[config.mk]
export PLATFORM = sky130hd
export DESIGN_NAME = draw_glyph_engine
export DESIGN_NICKNAME = d
export VERILOG_FILES = /design/src/rtl/draw_pkg.sv /design/src/rtl/glyph_rom.sv /design/src/rtl/draw_glyph_engine.sv
export SDC_FILE = /design/constraint.sdc
export NUM_CORES = 1
export LEC_CHECK = 0
export CELL_PAD_IN_SITES_DETAIL_PLACEMENT = 2
export CELL_PAD_IN_SITES_GLOBAL_PLACEMENT = 2
export CORE_UTILIZATION = 36
export CTS_CLUSTER_DIAMETER = 60
export DETAILED_ROUTE_END_ITERATION = 8
export PLACE_DENSITY_LB_ADDON = 0.25
export RECOVER_POWER = 100
export SYNTH_ARGS = -nofsm -noshare
export SYNTH_HDL_FRONTEND = slang
export SYNTH_SLANG_ARGS = --single-unit
[constraint.sdc]
create_clock -name clk -period 2.6 [get_ports clk]
set_input_delay 0.26 -clock clk [delete_from_list [all_inputs] [get_ports clk]]
set_output_delay 0.26 -clock clk [all_outputs]
set_load 0.05 [all_outputs]
[src/rtl/draw_pkg.sv]
// Shared constants for the glyph drawing engine: glyph codes, geometry,
// screen limits, colours and the engine FSM state type.
package draw_pkg;

  localparam int GLYPH_W_DEF  = 10;
  localparam int GLYPH_H_DEF  = 14;
  localparam int SCREEN_W_DEF = 320;
  localparam int SCREEN_H_DEF = 240;

  localparam logic [2:0] COLOUR_FG = 3'b111;
  localparam logic [2:0] COLOUR_BG = 3'b000;

  localparam logic [4:0] GLYPH_A = 5'd15;
  localparam logic [4:0] GLYPH_E = 5'd17;
  localparam logic [4:0] GLYPH_F = 5'd18;
  localparam logic [4:0] GLYPH_I = 5'd20;
  localparam logic [4:0] GLYPH_L = 5'd21;
  localparam logic [4:0] GLYPH_V = 5'd28;
  localparam logic [4:0] GLYPH_D = 5'd30;

  typedef enum logic [1:0] {
    ST_IDLE  = 2'd0,
    ST_DRAW  = 2'd1,
    ST_FLUSH = 2'd2,
    ST_DONE  = 2'd3
  } draw_state_e;

endpackage

[src/rtl/glyph_rom.sv]
// Registered glyph bitmap ROM. Address is {type, row}; data MSB is the
// leftmost pixel. Codes without a bitmap read as all-zero rows.
module glyph_rom
  import draw_pkg::*;
#(
  parameter int W = GLYPH_W_DEF
) (
  input  logic         clk,
  input  logic [8:0]   addr_i,
  output logic [W-1:0] data_o
);

  logic [4:0] glyph;
  logic [3:0] row;
  logic [9:0] row_bits;

  assign glyph = addr_i[8:4];
  assign row   = addr_i[3:0];

  always_comb begin
    row_bits = '0;
    case (glyph)
      GLYPH_L: begin
        if (row inside {[4'd1:4'd11]}) row_bits = 10'b0110000000;
        else if (row == 4'd12)         row_bits = 10'b0111111110;
      end
      GLYPH_I: begin
        if (row == 4'd1 || row == 4'd12)    row_bits = 10'b0111111110;
        else if (row inside {[4'd2:4'd11]}) row_bits = 10'b0000110000;
      end
      GLYPH_E: begin
        if (row == 4'd1 || row == 4'd12)    row_bits = 10'b0111111110;
        else if (row == 4'd6)               row_bits = 10'b0111111000;
        else if (row inside {[4'd2:4'd11]}) row_bits = 10'b0110000000;
      end
      GLYPH_F: begin
        if (row == 4'd1)                    row_bits = 10'b0111111110;
        else if (row == 4'd6)               row_bits = 10'b0111111000;
        else if (row inside {[4'd2:4'd12]}) row_bits = 10'b0110000000;
      end
      GLYPH_A: begin
        if (row == 4'd1)                    row_bits = 10'b0001111000;
        else if (row == 4'd2)               row_bits = 10'b0011001100;
        else if (row == 4'd7)               row_bits = 10'b0111111110;
        else if (row inside {[4'd3:4'd12]}) row_bits = 10'b0110000110;
      end
      GLYPH_V: begin
        if (row inside {[4'd1:4'd8]})       row_bits = 10'b0110000110;
        else if (row inside {[4'd9:4'd10]}) row_bits = 10'b0011001100;
        else if (row == 4'd11)              row_bits = 10'b0001111000;
        else if (row == 4'd12)              row_bits = 10'b0000110000;
      end
      GLYPH_D: begin
        if (row == 4'd1 || row == 4'd12)       row_bits = 10'b0111111000;
        else if (row == 4'd2 || row == 4'd11)  row_bits = 10'b0110001100;
        else if (row inside {[4'd3:4'd10]})    row_bits = 10'b0110000110;
      end
      default: row_bits = '0;
    endcase
  end

  always_ff @(posedge clk) begin
    data_o <= W'(row_bits);
  end

endmodule

[src/rtl/draw_glyph_engine.sv]
// Rasterises one glyph per start_draw command into the VGA write port,
// one pixel per clock through a single ROM pipeline stage.
module draw_glyph_engine
  import draw_pkg::*;
#(
  parameter int         GLYPH_W     = GLYPH_W_DEF,
  parameter int         GLYPH_H     = GLYPH_H_DEF,
  parameter logic [2:0] FG_COLOUR   = COLOUR_FG,
  parameter logic [2:0] BG_COLOUR   = COLOUR_BG,
  parameter bit         TRANSPARENT = 1'b0,
  parameter int         SCREEN_W    = SCREEN_W_DEF,
  parameter int         SCREEN_H    = SCREEN_H_DEF
) (
  input  logic       clk,
  input  logic       resetn,
  input  logic       start_draw,
  input  logic [8:0] x_in,
  input  logic [7:0] y_in,
  input  logic [4:0] object_type,
  output logic [8:0] vga_x,
  output logic [7:0] vga_y,
  output logic [2:0] vga_colour,
  output logic       vga_plot,
  output logic       draw_object_done
);

  localparam int CW = $clog2(GLYPH_W);

  draw_state_e   state_q;
  logic [CW-1:0] col_q;
  logic [3:0]    row_q;
  logic [8:0]    xb_q;
  logic [7:0]    yb_q;
  logic [4:0]    type_q;
  logic          done_q;

  // Pipeline stage aligned with the registered ROM output.
  logic          pv_q;
  logic [9:0]    px_q;
  logic [8:0]    py_q;
  logic [CW-1:0] pcol_q;

  logic [GLYPH_W-1:0] rom_row;
  logic               pix;
  logic               in_screen;

  glyph_rom #(.W(GLYPH_W)) u_rom (
    .clk    (clk),
    .addr_i ({type_q, row_q}),
    .data_o (rom_row)
  );

  always_ff @(posedge clk or negedge resetn) begin
    if (!resetn) begin
      state_q <= ST_IDLE;
      col_q   <= '0;
      row_q   <= '0;
      xb_q    <= '0;
      yb_q    <= '0;
      type_q  <= '0;
      done_q  <= 1'b0;
      pv_q    <= 1'b0;
      px_q    <= '0;
      py_q    <= '0;
      pcol_q  <= '0;
    end else begin
      pv_q   <= (state_q == ST_DRAW);
      px_q   <= {1'b0, xb_q} + 10'(col_q);
      py_q   <= {1'b0, yb_q} + 9'(row_q);
      pcol_q <= col_q;
      case (state_q)
        ST_IDLE: begin
          if (start_draw) begin
            xb_q    <= x_in;
            yb_q    <= y_in;
            type_q  <= object_type;
            col_q   <= '0;
            row_q   <= '0;
            state_q <= ST_DRAW;
          end
        end
        ST_DRAW: begin
          if (col_q == CW'(GLYPH_W - 1)) begin
            col_q <= '0;
            if (row_q == 4'(GLYPH_H - 1)) state_q <= ST_FLUSH;
            else                          row_q   <= row_q + 4'd1;
          end else begin
            col_q <= col_q + CW'(1);
          end
        end
        ST_FLUSH: begin
          state_q <= ST_DONE;
          done_q  <= 1'b1;
        end
        ST_DONE: begin
          if (!start_draw) begin
            state_q <= ST_IDLE;
            done_q  <= 1'b0;
          end
        end
        default: state_q <= ST_IDLE;
      endcase
    end
  end

  // Off-screen and transparent pixels still take their cycle; only the strobe drops.
  assign pix       = rom_row[CW'(GLYPH_W - 1) - pcol_q];
  assign in_screen = (px_q < 10'(SCREEN_W)) && (py_q < 9'(SCREEN_H));

  assign vga_x            = px_q[8:0];
  assign vga_y            = py_q[7:0];
  assign vga_colour       = pv_q ? (pix ? FG_COLOUR : BG_COLOUR) : 3'b000;
  assign vga_plot         = pv_q && in_screen && (pix || !TRANSPARENT);
  assign draw_object_done = done_q;

endmodule

Word level (Yosys, flattened, before mapping)
Index checks and enable logic that the tools add are counted.
{ "word_totals": {"ff_bits": 67, "latchBits": 0, "mem_bits_rw": 0, "romBits": 0, "inputBits": 25, "out_inout_bits": 22, "wordCells": 109, "mem_count": 0} }
{ "op_classes": {"addsub": 5, "multipliers": 0, "div_mod_pow": 0, "order_cmp": 11, "n_eq_ne": 23, "shifts": 0, "mux": 39, "bitwise_logic": 0, "n_reduce_logical": 19} }
{ "op_table": {"columns": ["cell", "n"], "rows": [
  ["$mux 10", 14],
  ["$pmux 10 s7", 1],
  ["$mux 9", 5],
  ["$eq 5x5->1 const B", 6],
  ["$eq 4x4->1 const B", 4],
  ["$le 4x4->1 const B", 4],
  ["$mux 4", 4],
  ["$pmux 4 s2", 2],
  ["$mux 6", 2],
  ["$add 9x4->10", 1],
  ["$lt 10x9->1 const B", 1],
  ["$add 8x4->9", 1],
  ["$logic_and 1x1->1", 9],
  ["$lt 9x8->1 const B", 1],
  ["$add 4x1->4 const B", 2],
  ["$eq 4x3->1 const B", 2],
  ["$ge 4x2->1 const B", 2],
  ["$mux 2", 4],
  ["$pmux 2 s4", 1],
  ["$reduce_and 4->1", 2],
  ["$mux 3", 2],
  ["$ne 2x2->1 const B", 3],
  ["$reduce_and 2->1", 3],
  ["$eq 5x4->1 const B", 1],
  ["other kinds (15)", 20]
]} }

Depth between registers and ports, before layout
{ "logic_depth": {"word_depth": 7, "ltp_mapped": 8, "depth_no_buf": 8} }

Modules after synthesis
Synthesis repeated with hierarchy kept, for this count alone.
{ "hier_totals": {"cells_unflattened": 347, "area_unflattened_um2": 3668.5} }
{ "by_module_without_submodules": {"columns": ["module", "instances", "cells_per_inst", "area_per_inst_um2", "seq_area_each_um2"], "rows": [
  ["draw_glyph_engine", 1, 231, 2825.2, 1426.4],
  ["glyph_rom", 1, 116, 843.3, 140.1]
]} }

Least setup slack after synthesis
OpenSTA, ideal clock, no wires.
{ "synth_timing": {"kind": "register to output", "startpoint": "reg pcol_q[1]", "endpoint": "out vga_colour[1]", "arrival_time_ns": 2.600, "t_required_ns": 2.340, "slack_ns": -0.260, "path_stages_with_launch": 8, "path_buffers": 1, "path_cell_list": "dfrtp_1 inv_1 ha_1 nor2_1 a221o_1 o21ai_0 o21ai_0 buf_4"} }
{ "synth_between": {"elab_chain_cells": 5} }
{ "synth_rtl": {"columns": ["item", "line_no", "source"], "rows": [
  ["start: declaration", "draw_glyph_engine.sv:41", "logic [CW-1:0] pcol_q;"],
  ["start signal: assignment", "draw_glyph_engine.sv:70", "pcol_q <= col_q;"],
  ["$sub 4x4->4", "draw_glyph_engine.sv:107", "assign pix = rom_row[CW'(GLYPH_W - 1) - pcol_q];"],
  ["$bmux 1 s4", "draw_glyph_engine.sv:107", null],
  ["$mux 1 (implied by the code)", "draw_glyph_engine.sv:107", null],
  ["$mux 3 (2 in series)", "draw_glyph_engine.sv:112", "assign vga_colour = pv_q ? (pix ? FG_COLOUR : BG_COLOUR) : 3'b000;"],
  ["end: declaration", "draw_glyph_engine.sv:22", "output logic [2:0] vga_colour,"]
]} }
No other way between the ends. The select of a mux whose other input is x is not followed.

Worst setup path in the final report
{ "layout_timing": {"startpoint": "reg pcol_q[1]", "endpoint": "out vga_colour[2]"} }
Same word-level chain as after synthesis.

==> results.cfg <==
[sta]
fin_crit_sh_pct = 89.7
max_freq_mhz = 429
finalHoldViolCount = 0
finalSetupTns_ns = 0
slew_headroom_pct = -59.2
worstMarginPinSlew_ns = 2.39
min_period_ns = 2.33
finClkSkew_ns = 0.0161
finalSetupViolations = 0
report.final.slew_viol_count = 46
rsz0062_at_grt = no

[detailed_routing]
wl_mm = 8.94
routed.top_layer = met4
via_count = 2541
met2_length_mm = 4.68
viasPerCell = 5.15
drt_iter0_drc = 56
firstDrtPassIters = 4
dr_wl_met3_um = 172
wl_met1_mm = 4.01
ant_nets = 0
wl_per_cell_um = 18.1
drcViolationCount = 0

[power]
p_leak_nw = 1.93
switchingPower_w = 0.000481
clkPwrFrac_pct = 51.3
power_density_mw_per_mm2 = 521
netSwitchingFraction_pct = 22.3
p_int_w = 0.00167
pwr-share-comb_pct = 2.6
p_seq_share_pct = 46.1
ir_drop_mv = 0.285

[synthesis]
syn_nets = 374
netlist_instances = 328
seq_area_frac_synth_pct = 45.2
syn_area_mm2 = 0.00347
synthFlopType = dfrtp_1
ys_ff_latch = 64
synth_edf_count = 0
synth_cell_types = 51
synth_area_per_cell_um2 = 10.6
ys_warn_count = 0
async_reset_ff_share_pct = 89.1

[finish]
final_cell_mix = dfrtp_1 (57), mux2_2 (23), clkdlybuf4s50_1 (23)
drive_gt1_share_pct = 13.7
final_common_cell = dfrtp_1
layout.cells.non_filler = 493
final_nets = 405
design_area_mm2 = 0.00413
syn_to_final_growth_pct = 19.2
n_antenna_cell = 0

[cts]
clockBufferDepth = 2
cts_hold_buf = 0
cts_root_buf = clkbuf_8
tritoncts = built
htreeDepth = 3
clk_latency_ns = 0.34
cts_resized = 0
path_clk_slew_ns = 0.09
cts.sinks = 64
cts_setup_buffers = 0
cts_inserted_buffers = 9

[grt]
grt_usage_pct = 19.5
grt_first_pass_wirelength_mm = 14.8
grt_max_degree = 46
grt_pass1_vias = 2845
antenna_found_initial = 0
grt-ovfl-total = 0

[min_path]
hold_path_class = reg -> reg

[worst_setup_path]
crit_type = reg -> out
crit_path_max_incr_delay_ns = 0.40
path_max_fanout = 4
worstSetupEndpointType = primary output
crit_path_start_kind = register
cp_top_family = compound AO/OA/AOI/OAI gates
crit_required_ns = 2.34
path_buf_inv = 2
crit_arrival_ns = 2.07
crit_slowest_cell = dfrtp_1
crit_chain = inv_1 > ha_1 > nor2_1 > a221o_1 > o21ai_0 > o21ai_1 > clkbuf_2

[floorplan]
num_rows = 35
die_x_um = 100
floorplan.initialDensity_pct = 37.4
ios = 47
floorplan.core_area_mm2 = 0.00928
die_h_um = 100
dieArea_mm2 = 0.0100

[run_status]
outcome = complete, but fails checks
violations = capacitance limit, slew limit

[placement]
io_buffers = 46
dp_hpwl_mm = 6.55
dp.cells = 477
place_area_mm2 = 0.00391
routabilityCongestion = 0.837

[job]
cap_violations = 1
logic make-up (layout without fill, tap and decap cells):
group	count (synthesis)	after routing	share of synthesized area [%]
compound gates	49	49	9.99
xor+xnor	16	16	4.04
fa+ha+maj	21	21	8.01
buf+inv	46	82	7.50
flops	64	64	45.2
mux	31	31	10.2
simple gates	101	101	15.1
worst register-to-register path, stage by stage, from the launching register on:
cell	delay (ns)
dfrtp_1	0.57
inv_1	0.18
ha_1	0.37
or4_1	0.54
o21ai_2	0.15
nor2_1	0.07
a2111oi_2	0.26
nand2_1	0.10
flip-flops by register name (all words and copies together) (netlist names):
signal	cells
pv_q	1
state_q	2
py_q	9
yb_q	8
row_q	4
type_q	5
draw_object_done	1
px_q	10
col_q	4
u_rom.data_o	7
pcol_q	4
xb_q	9
cell type report:
type	count	area [µm²]
Timing Repair Buffer	51	463
Tap cell	129	161
Clock buffer	9	124
Inverter	15	56.3
Sequential cell	64	1570
Multi-Input combinational cell	218	1640
Fill cell	983	5150
Clock inverter	7	125
through the flow:
step / utilization (%) / hold slack [ns] / power, W / worst slack (ns)
floorplan: - / -0.0356 / 0.00102 / 0.196
global placement: 42.1 / 0.482 / 0.00107 / 0.352
detailed placement: 42.1 / 0.490 / 0.00107 / 0.277
CTS: 44.8 / 0.110 / 0.00218 / 0.284
global route: 44.5 / 0.516 / 0.00223 / 0.0821
finish: 44.5 / 0.502 / 0.00216 / 0.268
path summary, 6_finish.rpt:
check | from | slack [ns] | depth (start not counted) | end
worst max-delay path | pcol_q[1]$_DFF_PN0_ | 0.27 | 7 | vga_colour[2]
max in group asynchronous | resetn | 0.61 | 1 | col_q[3]$_DFFE_PN0P_
worst min register to register | yb_q[6]$_DFFE_PN0P_ | 0.50 | 1 | py_q[6]$_DFF_PN0_
worst max register to register | row_q[1]$_DFFE_PN0P_ | 0.28 | 7 | u_rom.data_o[7]$_DFF_P_
worst min-delay path | yb_q[6]$_DFFE_PN0P_ | 0.50 | 1 | py_q[6]$_DFF_PN0_
min in group asynchronous | resetn | 0.64 | 1 | py_q[6]$_DFF_PN0_
routing by layer:
layer	vias up	track usage, %
li1	1192	-
met1	1306	24.5
met2	35	34.8
met3	8	2.86
met4	0	5.35
met5	-	0
Yosys cell counts, drive strengths merged (2+ instances only):
| master | n | area, µm² |
|---|---|---|
| a21o | 4 | 30.0 |
| a21oi | 6 | 30.0 |
| a221oi | 3 | 32.5 |
| a32oi | 3 | 26.3 |
| and3 | 5 | 31.3 |
| buf | 28 | 193 |
| clkbuf | 3 | 11.3 |
| dfrtp | 57 | 1430 |
| dfxtp | 7 | 140 |
| fa | 2 | 40.0 |
| ha | 19 | 238 |
| inv | 15 | 56.3 |
| mux2 | 25 | 282 |
| mux2i | 5 | 50.1 |
| nand2 | 22 | 82.6 |
| nand2b | 9 | 56.3 |
| nand3 | 15 | 75.1 |
| nand4 | 4 | 25.0 |
| nor2 | 18 | 67.6 |
| nor2b | 10 | 62.6 |
| nor3 | 6 | 30.0 |
| nor4 | 3 | 18.8 |
| o2111ai | 3 | 26.3 |
| o211ai | 4 | 30.0 |
| o21ai | 17 | 88.8 |
| or2 | 2 | 12.5 |
| xnor2 | 12 | 105 |
| xor2 | 4 | 35.0 |
power by group through the flow:
stage	combinational [W]	sequential, W	clock [W]
2_1_floorplan	0.00000293	0.00101	0
3_3_place_gp	0.0000585	0.00101	0
3_5_place_dp	0.0000597	0.00101	0
4_1_cts	0.0000602	0.000993	0.00113
5_1_grt	0.0000626	0.000993	0.00118
6_report	0.0000561	0.000993	0.00111
No activity file was read; power rests on OpenSTA's default activity.
